File: config.mk
export PLATFORM = sky130hd
export DESIGN_NAME = pipe_stage_skid
export DESIGN_NICKNAME = d
export VERILOG_FILES = /design/src/rtl/pipe_pkg.sv /design/src/rtl/pipe_entry.sv /design/src/rtl/pipe_stage_skid.sv
export SDC_FILE = /design/constraint.sdc
export NUM_CORES = 1
export LEC_CHECK = 0
export CAP_MARGIN = 10
export CORE_MARGIN = 2
export CORE_UTILIZATION = 54
export DETAILED_ROUTE_END_ITERATION = 10
export HOLD_SLACK_MARGIN = 0.05
export PLACE_DENSITY = 0.86
export SKIP_LAST_GASP = 1
export SLEW_MARGIN = 20
export SYNTH_ARGS = -nofsm -noshare
export SYNTH_HDL_FRONTEND = slang
export SYNTH_SLANG_ARGS = --single-unit
export TNS_END_PERCENT = 1
File: constraint.sdc
create_clock -name clk -period 14.7 [get_ports clk]
set_clock_uncertainty 0.2 [all_clocks]
set_input_delay 2.205 -clock clk [delete_from_list [all_inputs] [get_ports clk]]
set_output_delay 2.205 -clock clk [all_outputs]
set_load 0.1 [all_outputs]
File: src/rtl/pipe_pkg.sv
// Shared widths and per-boundary bundle layouts for the pipeline registers.
// Stage code packs/unpacks ctrl and data fields by name through these structs.
package pipe_pkg;

    typedef struct packed {
        logic       pred_taken;
        logic       fetch_fault;
    } ifid_ctrl_t;

    typedef struct packed {
        logic [31:0] pc;
        logic [31:0] instr;
    } ifid_data_t;

    typedef struct packed {
        logic       reg_write;
        logic       mem_read;
        logic       mem_write;
        logic       mem_to_reg;
        logic       branch;
        logic       jump;
        logic       alu_src;
        logic [3:0] alu_op;
    } idex_ctrl_t;

    typedef struct packed {
        logic [31:0] pc;
        logic [31:0] rs1_val;
        logic [31:0] rs2_val;
        logic [31:0] imm;
        logic [4:0]  rd;
        logic [2:0]  funct3;
    } idex_data_t;

    typedef struct packed {
        logic       reg_write;
        logic       mem_read;
        logic       mem_write;
        logic       mem_to_reg;
        logic       branch;
        logic       jump;
        logic [1:0] wb_sel;
    } exmem_ctrl_t;

    typedef struct packed {
        logic [31:0] pc;
        logic [31:0] alu_result;
        logic [31:0] rs2_val;
        logic [4:0]  rd;
        logic [2:0]  funct3;
        logic        zero;
    } exmem_data_t;

    typedef struct packed {
        logic       reg_write;
        logic       mem_to_reg;
    } memwb_ctrl_t;

    typedef struct packed {
        logic [31:0] alu_result;
        logic [31:0] mem_data;
        logic [4:0]  rd;
    } memwb_data_t;

    localparam int IFID_CTRL_W  = $bits(ifid_ctrl_t);
    localparam int IFID_DATA_W  = $bits(ifid_data_t);
    localparam int IDEX_CTRL_W  = $bits(idex_ctrl_t);
    localparam int IDEX_DATA_W  = $bits(idex_data_t);
    localparam int EXMEM_CTRL_W = $bits(exmem_ctrl_t);
    localparam int EXMEM_DATA_W = $bits(exmem_data_t);
    localparam int MEMWB_CTRL_W = $bits(memwb_ctrl_t);
    localparam int MEMWB_DATA_W = $bits(memwb_data_t);

endpackage

File: src/rtl/pipe_entry.sv
// One pipeline slot: valid + ctrl + data with load, clear-ctrl and async reset.
// Ports: load_i/ctrl_i/data_i fill the slot, clr_i empties it (data kept).
module pipe_entry
    import pipe_pkg::*;
#(
    parameter int CTRL_W = EXMEM_CTRL_W,
    parameter int DATA_W = EXMEM_DATA_W
) (
    input  logic              clk,
    input  logic              reset,
    input  logic              load_i,
    input  logic              clr_i,
    input  logic [CTRL_W-1:0] ctrl_i,
    input  logic [DATA_W-1:0] data_i,
    output logic              valid_o,
    output logic [CTRL_W-1:0] ctrl_o,
    output logic [DATA_W-1:0] data_o
);

    logic              valid_q;
    logic [CTRL_W-1:0] ctrl_q;
    logic [DATA_W-1:0] data_q;

    // Emptying zeroes ctrl so a bubble never carries RegWrite/MemWrite.
    always_ff @(posedge clk or posedge reset) begin
        if (reset) begin
            valid_q <= 1'b0;
            ctrl_q  <= '0;
            data_q  <= '0;
        end else if (load_i) begin
            valid_q <= 1'b1;
            ctrl_q  <= ctrl_i;
            data_q  <= data_i;
        end else if (clr_i) begin
            valid_q <= 1'b0;
            ctrl_q  <= '0;
        end
    end

    assign valid_o = valid_q;
    assign ctrl_o  = ctrl_q;
    assign data_o  = data_q;

endmodule

File: src/rtl/pipe_stage_skid.sv
// Inter-stage register with valid/ready handshake, 2-entry skid and flush.
// Ports: in_* upstream, out_* downstream (main entry), flush, occupancy.
module pipe_stage_skid
    import pipe_pkg::*;
#(
    parameter int CTRL_W = EXMEM_CTRL_W,
    parameter int DATA_W = EXMEM_DATA_W
) (
    input  logic              clk,
    input  logic              reset,
    input  logic              in_valid,
    output logic              in_ready,
    input  logic [CTRL_W-1:0] in_ctrl,
    input  logic [DATA_W-1:0] in_data,
    input  logic              flush,
    output logic              out_valid,
    input  logic              out_ready,
    output logic [CTRL_W-1:0] out_ctrl,
    output logic [DATA_W-1:0] out_data,
    output logic [1:0]        occupancy
);

    logic              m_valid_q, s_valid_q;
    logic [CTRL_W-1:0] m_ctrl_q, s_ctrl_q;
    logic [DATA_W-1:0] m_data_q, s_data_q;

    logic              m_load, m_clr, s_load, s_clr;
    logic [CTRL_W-1:0] m_ctrl_d;
    logic [DATA_W-1:0] m_data_d;
    logic              acc, pop, m_free;

    // in_ready comes straight from the skid register: no comb path.
    assign in_ready  = ~s_valid_q;
    assign out_valid = m_valid_q;
    assign out_ctrl  = m_ctrl_q;
    assign out_data  = m_data_q;
    assign occupancy = {1'b0, m_valid_q} + {1'b0, s_valid_q};

    always_comb begin
        acc      = in_valid & in_ready;
        pop      = m_valid_q & out_ready;
        m_free   = ~m_valid_q | pop;
        m_load   = 1'b0;
        m_clr    = 1'b0;
        s_load   = 1'b0;
        s_clr    = 1'b0;
        // Skid content always drains into M before new input (FIFO order).
        m_ctrl_d = s_valid_q ? s_ctrl_q : in_ctrl;
        m_data_d = s_valid_q ? s_data_q : in_data;
        if (flush) begin
            m_clr = 1'b1;
            s_clr = 1'b1;
        end else if (m_free) begin
            if (s_valid_q) begin
                m_load = 1'b1;
                s_load = acc;
                s_clr  = ~acc;
            end else begin
                m_load = acc;
                m_clr  = ~acc;
            end
        end else begin
            s_load = acc;
        end
    end

    pipe_entry #(
        .CTRL_W (CTRL_W),
        .DATA_W (DATA_W)
    ) u_main (
        .clk     (clk),
        .reset   (reset),
        .load_i  (m_load),
        .clr_i   (m_clr),
        .ctrl_i  (m_ctrl_d),
        .data_i  (m_data_d),
        .valid_o (m_valid_q),
        .ctrl_o  (m_ctrl_q),
        .data_o  (m_data_q)
    );

    pipe_entry #(
        .CTRL_W (CTRL_W),
        .DATA_W (DATA_W)
    ) u_skid (
        .clk     (clk),
        .reset   (reset),
        .load_i  (s_load),
        .clr_i   (s_clr),
        .ctrl_i  (in_ctrl),
        .data_i  (in_data),
        .valid_o (s_valid_q),
        .ctrl_o  (s_ctrl_q),
        .data_o  (s_data_q)
    );

endmodule
After elaboration in Yosys (flattened, before gate mapping) --
Index checks and enable logic that the tools add are counted.
Storage, ports and cells: bits in registers 228, input bits 118, output and inout port bits 117, word-level logic and storage cells 37
Operators by class: add/subtract/negate cells 1, mux-type cells 22, bitwise gates (word level) 6, reductions and logical operators 2
Operator list (count):
- $mux W105 | 1
- $mux W8 | 5
- $mux W1 | 16
- $reduce_bool A2 Y1 | 2
- $not A1 Y1 | 3
- $add A1 B1 Y2 | 1
- $and A1 B1 Y1 | 2
- $or A1 B1 Y1 | 1

Logic depth before layout (Yosys ltp) --
Gate-level depths: netlist (run 1).
depth in word-level cells 8, mapped depth 6, depth with buffers taken out 3

Cells and area by module --
From an unflattened synthesis (run 1), not the netlist that was laid out.
Second synthesis, totals: cell total of the unflattened synthesis 643, area total of the unflattened synthesis 10112.2 µm²
By module, submodules not included:
- pipe_entry | instances 2, cells each 254, area each 4289.1 µm², sequential area each 2852.7 µm²
- pipe_stage_skid | instances 1, cells each 135, area each 1534.0 µm², sequential area each 0.0 µm²

Worst setup path after synthesis (run 1) --
Ideal clock, no wire load.
kind register to output, start reg u_main.valid_q (netlist: u_main.valid_o), end out occupancy[1], data arrival time 1883 ps, required time 12295 ps, setup slack 10412 ps, cell stages (with the launch flop) 2, path buffers 0, path through dfrtp_1 ha_1
Between the ends: longest elaborated chain between the ends 1
RTL lines:
- from (decl) | RTL line pipe_entry.sv:20 | logic valid_q;
- from (signal assigned) | RTL line pipe_entry.sv:27 | valid_q <= 1'b0;
- from (signal assigned) | RTL line pipe_entry.sv:31 | valid_q <= 1'b1;
- from (signal assigned) | RTL line pipe_entry.sv:35 | valid_q <= 1'b0;
- $add A1 B1 Y2 | RTL line pipe_stage_skid.sv:37 | assign occupancy = {1'b0, m_valid_q} + {1'b0, s_valid_q};
- to (decl) | RTL line pipe_stage_skid.sv:20 | output logic [1:0] occupancy
No other way between the ends.

Final worst setup path (run 1) --
start reg u_skid.valid_q (netlist: u_skid.valid_o), end out occupancy[1]
Between the ends: longest elaborated chain between the ends 1
RTL lines (RTL line):
- from (decl) | pipe_entry.sv:20
- from (signal assigned) | pipe_entry.sv:27
- from (signal assigned) | pipe_entry.sv:31
- from (signal assigned) | pipe_entry.sv:35
- $add A1 B1 Y2 | pipe_stage_skid.sv:37
No other way between the ends.

==> results of run 1 <==
[worst max-delay path by stage]
stage	to	slack, ns
6_report	occupancy[1]	8.55
5_1_grt	occupancy[1]	8.40
4_1_cts	occupancy[1]	8.55
3_5_place_dp	occupancy[1]	9.09
3_3_place_gp	occupancy[1]	9.09
2_1_floorplan	u_main.ctrl_o[0]	6.05
[cell type report]
type / instances / share of cell area [%]
clock buffers: 33 / 5.32
clock inverters: 11 / 1.94
inverters: 2 / 0.113
multi-input cells: 360 / 29.3
flip-flops and latches: 228 / 43.0
well taps: 229 / 2.16
repair buffers: 240 / 18.1
[cell families after synthesis]
family                     Yosys count  share of synthesized area (%)
adders and majority gates            1                          0.128
muxes                              323                           37.1
buffers and inverters               39                           2.10
DFF                                228                           58.3
and+or+nand+nor                     18                           1.10
AOI/OAI and AO/OA                   18                           1.25
[flip-flops by register name, summed over array words and instances (netlist names)]
name            flops
u_main.ctrl_o       8
u_main.data_o     105
u_main.valid_o      1
u_skid.ctrl_o       8
u_skid.data_o     105
u_skid.valid_o      1
[power breakdown]
part	switching (W)	internal (W)
Sequential	0.0000719	0.000759
Clock	0.000246	0.000475
Combinational	0.000527	0.000225
[cells in the final DEF (no fill, tap or decap), types with 5 or more instances in the layout]
cell / count
dfrtp_1: 227
mux2_1: 85
mux2_2: 230
clkbuf_16: 25
a22o_1: 8
o21ai_0: 8
mux2i_1: 8
clkbuf_8: 5
bufinv_16: 8
nand2_1: 8
clkdlybuf4s50_1: 234
buf_4: 5
[critical path: cells and delay by family (launching register included)]
family                     cells  cell delay (ns)
DFF                            1             0.96
buffers and inverters          2             1.93
adders and majority gates      1             0.28
[through the flow]
stage | cells | worst slack, ns | utilization [%] | hold slack, ns | cell area, sq um
global route | 1103 | 8.40 | 74.4 | 0.301 | 13300
floorplan | 627 | 6.05 | - | 0.252 | 9780
global placement | 1058 | 9.09 | 68.8 | 0.261 | 12300
detailed placement | 1058 | 9.09 | 68.8 | 0.268 | 12300
finish | 1103 | 8.55 | 74.4 | 0.276 | 13300
CTS | 1102 | 8.55 | 74.2 | 0.285 | 13200
[metal layers]
metal,track usage (%),up-vias,part of all wire [%]
met5,0,-,0.031
met4,6.77,2,2.7
met3,5.73,45,6.3
met2,40.7,182,49
met1,30.3,3121,42
li1,-,2720,-
==> Flow_metrics.wiki, run 1 <==
{| class="wikitable"
! Metric !! Value
|-
| Maximum number of pins on one net before global-route repair || 118
|-
| Max FO, Critical Path || 62
|-
| Share of final-layout standard cells stronger than drive strength 1 || 32.5%
|-
| Root Buffer Master || clkbuf_16
|-
| Maxcap violations || 0
|-
| Cells traversed along the worst timing path || buf_4 > ha_1 > clkdlybuf4s50_1
|-
| Slowest library cell on the worst path || clkdlybuf4s50_1
|-
| Total routing usage reported by global routing || 23.7%
|-
| Worst Tran Pin Value || 1.06 ns
|-
| Initial core utilization || 54.8%
|-
| Achievable Freq || 0.163 GHz
|-
| Number of design-rule violations left by the first detailed-router iteration || 214
|-
| Die footprint || 19,200 sq um
|-
| EDFF count, synth || 0
|-
| Critical R2R Capture || u_skid.data_o[104]
|-
| Most frequent cell after synthesis || mux2_2
|-
| Dominant synthesized flop cell || dfrtp_1
|-
| Worst hold path stage count || 2
|-
| Count of yosys warnings during synthesis || 0
|-
| Diode count || 0
|-
| Run status || complete, no violations
|-
| Detailed-route wire length || 22.5 mm
|-
| Time the final worst path needs with I/O delays and setup || 6.15 ns
|-
| Relative slew margins || 29.2%
|-
| CTS tree || yes
|-
| Worst R2R Start || u_skid.valid_o
|-
| Path class of the lowest-slack min-delay path || flip-flop to flip-flop
|-
| Launching element of the worst setup path || u_skid.valid_o
|-
| Cts hold-fix bufs || 0
|-
| Number of buffers inserted by post-CTS setup repair || 0
|-
| Top post-synthesis cells by area || dfrtp_1 58%, mux2_2 26%, mux2_1 9.8%, buf_2 0.87%, mux2i_1 0.82%
|-
| Clock-pin slew reported for the worst setup and hold paths after clock tree synthesis || 0.06 ns
|-
| Sequential Area || 5710 sq um
|-
| Horizontal extent of the die || 139 um
|-
| I/O Pins || 235
|-
| Count of cell types in the netlist || 25
|-
| Required @ worst endpoint || 12.30 ns
|-
| Ratio of final minimum period to clock period || 41.8%
|-
| Number of filler instances in the final layout || 1,103
|-
| Final nets || 975
|-
| Multi-input combinational cell area || 3890 sq um
|-
| Endpoint of the worst hold path || u_main.ctrl_o[1]
|-
| Clock tree buffer depth || 3
|-
| Cell area after technology mapping || 9780 sq um
|-
| HPWL after detailed placement || 14.4 mm
|-
| Synth top area share || 58.3%
|-
| Antenna violations before repair || 1
|-
| Setup violation total in the final timing report || 0
|-
| CP endpoint kind || output port
|-
| Number of detailed-routing iterations run before antenna repair || 6
|-
| Arrival time of data at the critical path endpoint || 3.74 ns
|-
| Number of clock sinks || 228
|-
| Flip-flop and latch count after synthesis || 228
|-
| Class of the most critical setup path || flip-flop to output port
|-
| Die Y-Extent || 139 um
|-
| Post-synthesis to final-layout area growth || 35.7%
|-
| IO Port Bufs || 234
|-
| Setup tns final || 0 ns
|-
| Final routed wire length divided by cell count || 20.4 um
|-
| Share of flip-flops with an asynchronous set or reset || 100%
|-
| Cells on worst reg2reg path || 4
|-
| Static leakage || 5.54 nW
|-
| Global-route wire length before repair || 37.2 mm
|-
| VDD IR max || 0.142 mV
|-
| Slew Limit Fails || 0
|-
| Num CTS Buffers || 24
|-
| Launch point of the worst hold path || u_main.ctrl_o[1]
|-
| Vias in the first global route || 6,931
|-
| Cell Rows || 49
|-
| Startpoint class of the critical path || flip-flop
|-
| Placer's final routability congestion estimate || 0.768
|-
| Final Hold Vio Count || 0
|-
| Stage delay of the slowest cell on the critical path || 1.13 ns
|-
| Quantity of gates resized following cts || 0
|-
| Remaining routing DRC violations || 0
|-
| Number of routed nets with antenna violations || 0
|-
| PnR Total Power || 0.00230 W
|-
| Clock latency on the worst-skew pair || 0.51 ns
|-
| Remaining global-route overflow || 0
|-
| Cells after synthesis || 627
|-
| Ratio of routed vias to standard cells || 5.50
|-
| Reg-to-reg setup timing slack || 11.12 ns
|-
| Syn_nets || 746
|-
| Area leader, netlist || dfrtp_1
|-
| Most frequent cells after synthesis || 230 x mux2_2, 228 x dfrtp_1, 85 x mux2_1
|-
| RSZ-0062 raised after global routing || no
|-
| Via Count || 6,070
|-
| Share of synthesized area occupied by flip-flops and latches || 58.3%
|-
| CTS HTree Levels || 1
|-
| Mean instance size in the synthesized netlist || 15.6 sq um
|-
| Placeable core region || 17,800 sq um
|-
| Power per unit of standard cell area || 174 nW/um^2
|}
(Power assumes the default switching activity.)
==> run 2, diff against run 1 <==
CORE_UTILIZATION = 50   (was 54)
PLACE_DENSITY = 0.8   (was 0.86)
clock period = 6.22 ns   (was 14.7 ns; I/O delays follow)
==> run 2 against run 1 <==
Effect of this change:
- critical path depth decreased by 1
- sequential share of layout area increased by 0.28 points
- routed wire length decreased by 3.0%
- die area increased by 7.8%
- sequential power increased by 130%
- worst setup slack got worse by 6.2 ns
- global-route usage decreased by 2.6 points
- clock power increased by 97%
==> Flow_metrics.wiki, run 2 (synthesized netlist as in run 1, its figures left out) <==
{| class="wikitable"
! Metric !! Value
|-
| Run status || complete, no violations
|-
| Number of detailed-routing iterations run before antenna repair || 4 (-2)
|-
| Final routed wire length divided by cell count || 19.1 um (-6.4%)
|-
| Post-layout instance count excluding filler cells || 1,143 (+3.6%)
|-
| Ratio of routed vias to standard cells || 5.29 (-3.8%)
|-
| PnR Total Power || 0.00515 W (+120%)
|-
| Detailed-route wire length || 21.8 mm (-3.0%)
|-
| Total routing usage reported by global routing || 21.2% (-2.6 points)
|-
| CP endpoint kind || output port
|-
| Slew Limit Fails || 0 (unchanged)
|-
| Arrival time of data at the critical path endpoint || 2.71 ns (-1.03 ns)
|-
| Number of clock sinks || 228 (unchanged)
|-
| Quantity of gates resized following cts || 0 (unchanged)
|-
| IO Port Bufs || 234 (unchanged)
|-
| Cells traversed along the worst timing path || ha_1 > clkdlybuf4s50_1
|-
| Required @ worst endpoint || 5.09 ns (-7.21 ns)
|-
| Sequential share of power || 37.9% (+1.9 points)
|-
| Net switching power || 0.00197 W (+130%)
|-
| Number of design-rule violations left by the first detailed-router iteration || 162 (-24%)
|-
| Setup violation total in the final timing report || 0 (unchanged)
|-
| Static leakage || 5.47 nW (-1.2%)
|-
| Power per unit of standard cell area || 390 nW/um^2 (+120%)
|-
| RSZ-0062 raised after global routing || no
|-
| Placeable core region || 19,300 sq um (+8.4%)
|-
| Worst hold slack after final layout || 0.281 ns (+0.00491 ns)
|-
| CTS HTree Levels || 1 (unchanged)
|-
| Wire length on met3 || 1.11 mm (-22%)
|-
| Remaining global-route overflow || 0 (unchanged)
|-
| Cts hold-fix bufs || 0 (unchanged)
|-
| Relative slew margins || 26.4% (-2.8 points)
|-
| Critical Path Stages || 2 (-1)
|-
| Root Buffer Master || clkbuf_16
|-
| Clock-pin slew reported for the worst setup and hold paths after clock tree synthesis || 0.06 ns (about the same)
|-
| Sw Share || 38.3% (+1.6 points)
|-
| Num CTS Buffers || 25 (+4.2%)
|-
| Crit path max-delay family || buffers and inverters
|-
| Max FO, Critical Path || 41 (-34%)
|-
| Clock Power Share || 27.6% (-3.7 points)
|-
| Internal power || 0.00318 W (+120%)
|-
| Number of routed nets with antenna violations || 0 (unchanged)
|-
| Global-route wire length before repair || 34.6 mm (-6.9%)
|-
| Maximum number of pins on one net before global-route repair || 157 (+33%)
|-
| Cell Rows || 51 (+4.1%)
|-
| Sequential Area || 5710 sq um (unchanged)
|-
| Die Y-Extent || 144 um (+3.8%)
|-
| Class of the most critical setup path || flip-flop to output port
|-
| Number of filler instances in the final layout || 1,381 (+25%)
|-
| Met2 routed WL || 11.1 mm (+0.42%)
|-
| Clock tree buffer depth || 3 (unchanged)
|-
| I/O Pins || 235 (unchanged)
|-
| Part of the total power dissipated in combinational logic || 34.5% (+1.9 points)
|-
| Horizontal extent of the die || 144 um (+3.8%)
|-
| Worst Tran Pin Value || 1.10 ns (+0.0459 ns)
|-
| Startpoint class of the critical path || flip-flop
|-
| Antenna violations before repair || 1 (unchanged)
|-
| Buffer and inverter count on the worst path || 1 (-1)
|-
| Post-synthesis to final-layout area growth || 34.8%
|-
| Remaining routing DRC violations || 0 (unchanged)
|-
| Top layer used by detailed routing || met4
|-
| VDD IR max || 0.232 mV (+64%)
|-
| Slowest library cell on the worst path || clkdlybuf4s50_1
|-
| Path class of the lowest-slack min-delay path || flip-flop to flip-flop
|-
| Final Hold Vio Count || 0 (unchanged)
|-
| Setup tns final || 0 ns (unchanged)
|-
| Cells on worst reg2reg path || 4 (unchanged)
|-
| Clock latency on the worst-skew pair || 0.52 ns (about the same)
|-
| Met1 Wirelength || 8.71 mm (-7.2%)
|-
| Time the final worst path needs with I/O delays and setup || 3.85 ns
|-
| HPWL after detailed placement || 14.7 mm (+2.0%)
|-
| Via Count || 6,052 (-0.30%)
|-
| Commonest cells after routing, fill and taps aside || 234 x clkdlybuf4s50_1, 230 x mux2_2, 227 x dfrtp_1, 85 x mux2_1, 25 x clkbuf_16
|-
| Cell total after placement || 1,095 (+3.5%)
|-
| Multi-input combinational cell area || 3890 sq um (-0.13%)
|-
| Maxcap violations || 0 (unchanged)
|-
| Vias in the first global route || 6,564 (-5.3%)
|-
| CTS tree || yes
|-
| Initial core utilization || 50.6% (-4.2 points)
|-
| Stage delay of the slowest cell on the critical path || 1.12 ns (about the same)
|-
| Ratio of final minimum period to clock period || 61.8%
|-
| Worst hold path stage count || 1 (-1)
|-
| Die footprint || 20,700 sq um (+7.8%)
|-
| Final nets || 977 (+0.21%)
|-
| Placer's final routability congestion estimate || 0.798 (+3.9%)
|-
| Achievable Freq || 0.260 GHz
|-
| Number of buffers inserted by post-CTS setup repair || 0 (unchanged)
|-
| Most common cell after layout, fill and taps aside || clkdlybuf4s50_1
|-
| Share of final-layout standard cells stronger than drive strength 1 || 32.0% (-0.45 points)
|}
-- run 2: cell types whose count changed in the layout (fill, tap and decap cells not counted), sizes merged --
cell      before  now
buf            6    7
bufinv         8    0
clkbuf        33   42
clkinvlp       1    2
diode          0    1
-- run 2: metal layers --
metal	global-route usage (%)	vias to the layer above
li1	-	2742
met1	26.3	3095
met2	36.3	159
met3	4.20	56
met4	8.82	0
met5	0	-
-- run 2: layout make-up --
type	count	share of cell area (%)
Tap cell	265	2.51
Antenna cell	1	0.0190
Inverter	2	0.0854
Clock buffer	42	5.91
Clock inverter	4	0.199
Sequential cell	228	43.3
Multi-Input combinational cell	360	29.5
Timing Repair Buffer	241	18.5
-- run 2: stage by stage --
stage	area [sq um]	setup WS [ns]	util [%]
2_1_floorplan	9780	2.11	-
3_3_place_gp	12300	2.49	63.9
3_5_place_dp	12300	2.42	63.9
4_1_cts	13200	2.35	68.0
5_1_grt	13200	2.30	68.2
6_report	13200	2.37	68.2
-- run 2: worst paths after layout --
path | from | end | slack [ns]
worst max-delay path | u_skid.valid_o | occupancy[0] | 2.37
worst min-delay path | u_skid.data_o[0] | u_skid.data_o[0] | 0.28
worst max register to register | u_skid.valid_o | u_main.data_o[76] | 3.21
worst min register to register | u_skid.data_o[0] | u_skid.data_o[0] | 0.28
max in group asynchronous | reset | u_skid.data_o[80] | 3.92
min in group asynchronous | reset | u_main.data_o[26] | 0.67
-- run 2: power by group through the flow --
stage / clock network, W / registers, W / logic (W)
after floorplan: 0 / 0.00291 / 0.000360
after global placement: 0 / 0.00195 / 0.00175
after detailed placement: 0 / 0.00197 / 0.00178
after CTS: 0.00146 / 0.00195 / 0.00179
after global routing: 0.00151 / 0.00199 / 0.00184
final: 0.00142 / 0.00195 / 0.00177
-- run 2: worst register-to-register path, cell delays in order (launching register included) --
cell and delay [ns]:
dfrtp_4 0.79, nor2_1 0.21, nor3_4 0.71, buf_4 0.56, mux2_2 0.44
==> RTL edit (settings of run 2) <==
Reset style: synchronous (`reset`), changed in one clocked block. Comments in the files are not updated.
--- a/src/rtl/pipe_entry.sv
+++ b/src/rtl/pipe_entry.sv
@@ -23,5 +23,5 @@
 
     // Emptying zeroes ctrl so a bubble never carries RegWrite/MemWrite.
-    always_ff @(posedge clk or posedge reset) begin
+    always_ff @(posedge clk) begin
         if (reset) begin
             valid_q <= 1'b0;
Formal check against the unedited RTL: differs if reset is asserted again (counterexample within 4 cycles, from zero or initial values and one cycle with reset high); with reset held inactive, the same outputs for 4 cycles.
==> RTL edit against run 2 <==
Register-to-register slack about the same; sequential cell count unchanged; count of clock-buffer cells in the layout decreased by 2; core utilization decreased by 1.9 points; synthesized area increased by 6.4%; worst hold slack got worse by 0.020 ns; setup slack got worse by 0.26 ns; final area increased by 2.5%; routed wire length increased by 15%; non-clock buffer count increased by 2; synthesized cell count increased by 59%; critical endpoint is now in_ready.
Power is not compared: it rests on default switching activity, and its combinational part moved more than twofold at a synthesized area within 25%.
==> RTL edit: results (changes against run 2) <==
[cts]
postCtsResizedCells = 0  ; unchanged
clockBufferDepth = 3  ; unchanged
clk_latency_ns = 0.51
cts_buffers = 25  ; unchanged
post_cts_buffers = 0  ; unchanged
clock-root-buffer = clkbuf_16
path_clk_slew_ns = 0.06  ; about the same
htree_num_levels = 1  ; unchanged

[logic_synthesis]
yosysWarnings = 0  ; unchanged
yosys-top-cells-area = dfxtp_1 44%, mux2i_1 21%, nand2b_1 13%
synth_common_cells = 228 x dfxtp_1, 218 x mux2i_1, 212 x nand2b_1, 105 x a21oi_1, 55 x a211oi_1
seq_area_frac_synth = 0.439  ; -0.145
netlist-cell-type-count = 26  ; +4.0%
async_flop_share = 0  ; -1.00
synth_flop_cell = dfxtp_1
syn-num-nets = 1114  ; +49%

[run_status]
status = finished, final reports clean

[global_routing]
antenna_found_initial = 1  ; unchanged
gr-usage-all-layers = 0.218  ; +0.00626
grt_pass1_vias = 7737  ; +18%
grt_start_max_net_pins = 142  ; -9.6%
grt_pass1_wl_mm = 39.9  ; +15%

[final_layout]
layout-drive-gt1-share = 0.0894  ; -0.231
fin_nets = 1287  ; +32%
nFillCells = 1629  ; +18%
diodes = 0  ; -1

[min_path]
min_to = u_main.ctrl_o[3]
hp-class = register to register
hold_start = u_main.ctrl_o[3]
hold_depth = 1  ; unchanged

[detailed_routing]
wl_per_cell_um = 17.2  ; -9.9%
drt_iter0_drc = 346  ; +110%
num_vias = 7885  ; +30%
dr.pass1.iters = 4  ; unchanged

[critical_path]
crit-reg2reg-launch = u_main.valid_o
r2r_end = u_skid.data_o[60]
cp_max_fo = 44  ; +7.3%
crit_slowest_cell = clkdlybuf4s50_1
crit_path_max_incr_delay_ns = 1.00  ; -0.12 ns
arrival_ns = 2.97  ; +0.26 ns
worstRegToRegCells = 4  ; unchanged
r2r_slack_ns = 3.22  ; about the same

[timing]
timing.hold.ws_ns = 0.262  ; -0.0199 ns
slew_violations = 0  ; unchanged
worst_slew_pin_slew_ns = 1.06  ; -0.0475 ns

[power_and_ir_drop]
swShare = 0.303
leakage_nw = 4.34
peakVddDrop_mv = 0.173

[placement]
place_area_mm2 = 0.0127  ; +2.8%
gp_congestion = 0.706  ; -12%
portBuffers = 234  ; unchanged
dp_hpwl_mm = 15.2  ; +3.8%

-- RTL edit: cell count changes in the layout (fill, tap and decap cells not counted), moves of 4 or more --
cell / run 2 / this run
mux2i_1: 8 / 218
dfrtp_1: 227 / 0
a21oi_1: 1 / 105
nand2b_1: 1 / 211
mux2_1: 85 / 0
mux2_2: 230 / 0
o21ai_0: 8 / 0
a211oi_2: 1 / 50
buf_4: 4 / 8
dfxtp_1: 0 / 227
nand2_1: 8 / 0
o2bb2ai_1: 0 / 8
a211oi_1: 0 / 55
-- RTL edit: kinds of logic after synthesis --
| group | synth area share |
|---|---|
| flops | 0.439 |
| simple gates | 0.133 |
| fa+ha+maj | 0.00120 |
| compound gates | 0.169 |
| buf+inv | 0.0487 |
| mux | 0.210 |
-- RTL edit: power groups by stage --
stage               sequential, mW  clock, mW  combinational [mW]
floorplan                     1.92          0               0.209
global placement              1.58          0               0.766
detailed placement            1.58          0               0.772
CTS                           1.55       1.49               0.774
global route                  1.55       1.56               0.806
finish                        1.55       1.46               0.772
-- RTL edit: cell type report --
type / count / area [um2] / share of cell area
sequential: 228 / 4570 / 0.338
multi-input combinational: 669 / 5360 / 0.397
tap: 270 / 338 / 0.0250
inverter: 1 / 3.75 / 0.000278
clock inverter: 5 / 53.8 / 0.00398
clock buffer: 40 / 762 / 0.0564
timing repair buffer: 243 / 2430 / 0.180
-- RTL edit: worst max-delay path: cells and delay by family (launching register included) --
kind / cells / cell delay, ns
buffers and inverters: 3 / 1.81
DFF: 1 / 0.66
-- RTL edit: layer usage --
layer  vias to the layer above  global-route usage  part of all wire
met1                      3788               0.291              0.46
met2                       176               0.362              0.47
met3                        39              0.0497             0.054
li1                       3880                   -                 -
met4                         2              0.0486             0.018
met5                         -                   0           0.00052
-- RTL edit: metrics by stage --
step	cells	total power, mW	worst slack [ns]
2_1_floorplan	995	2.13	3.20
3_3_place_gp	1411	2.34	2.40
3_5_place_dp	1411	2.35	2.35
4_1_cts	1456	3.81	2.08
5_1_grt	1456	3.91	2.00
6_report	1456	3.78	2.11
-- RTL edit: how the worst max path moves through the flow --
stage / from / endpoint / slack, ns / depth (start not counted)
after floorplan: u_main.valid_o / occupancy[1] / 3.20 / 1
after global placement: flush / u_main.data_o[20] / 2.40 / 5
after detailed placement: flush / u_main.data_o[19] / 2.35 / 5
after CTS: u_skid.valid_o / in_ready / 2.08 / 3
after global routing: u_skid.valid_o / in_ready / 2.00 / 3
final: u_skid.valid_o / in_ready / 2.11 / 3
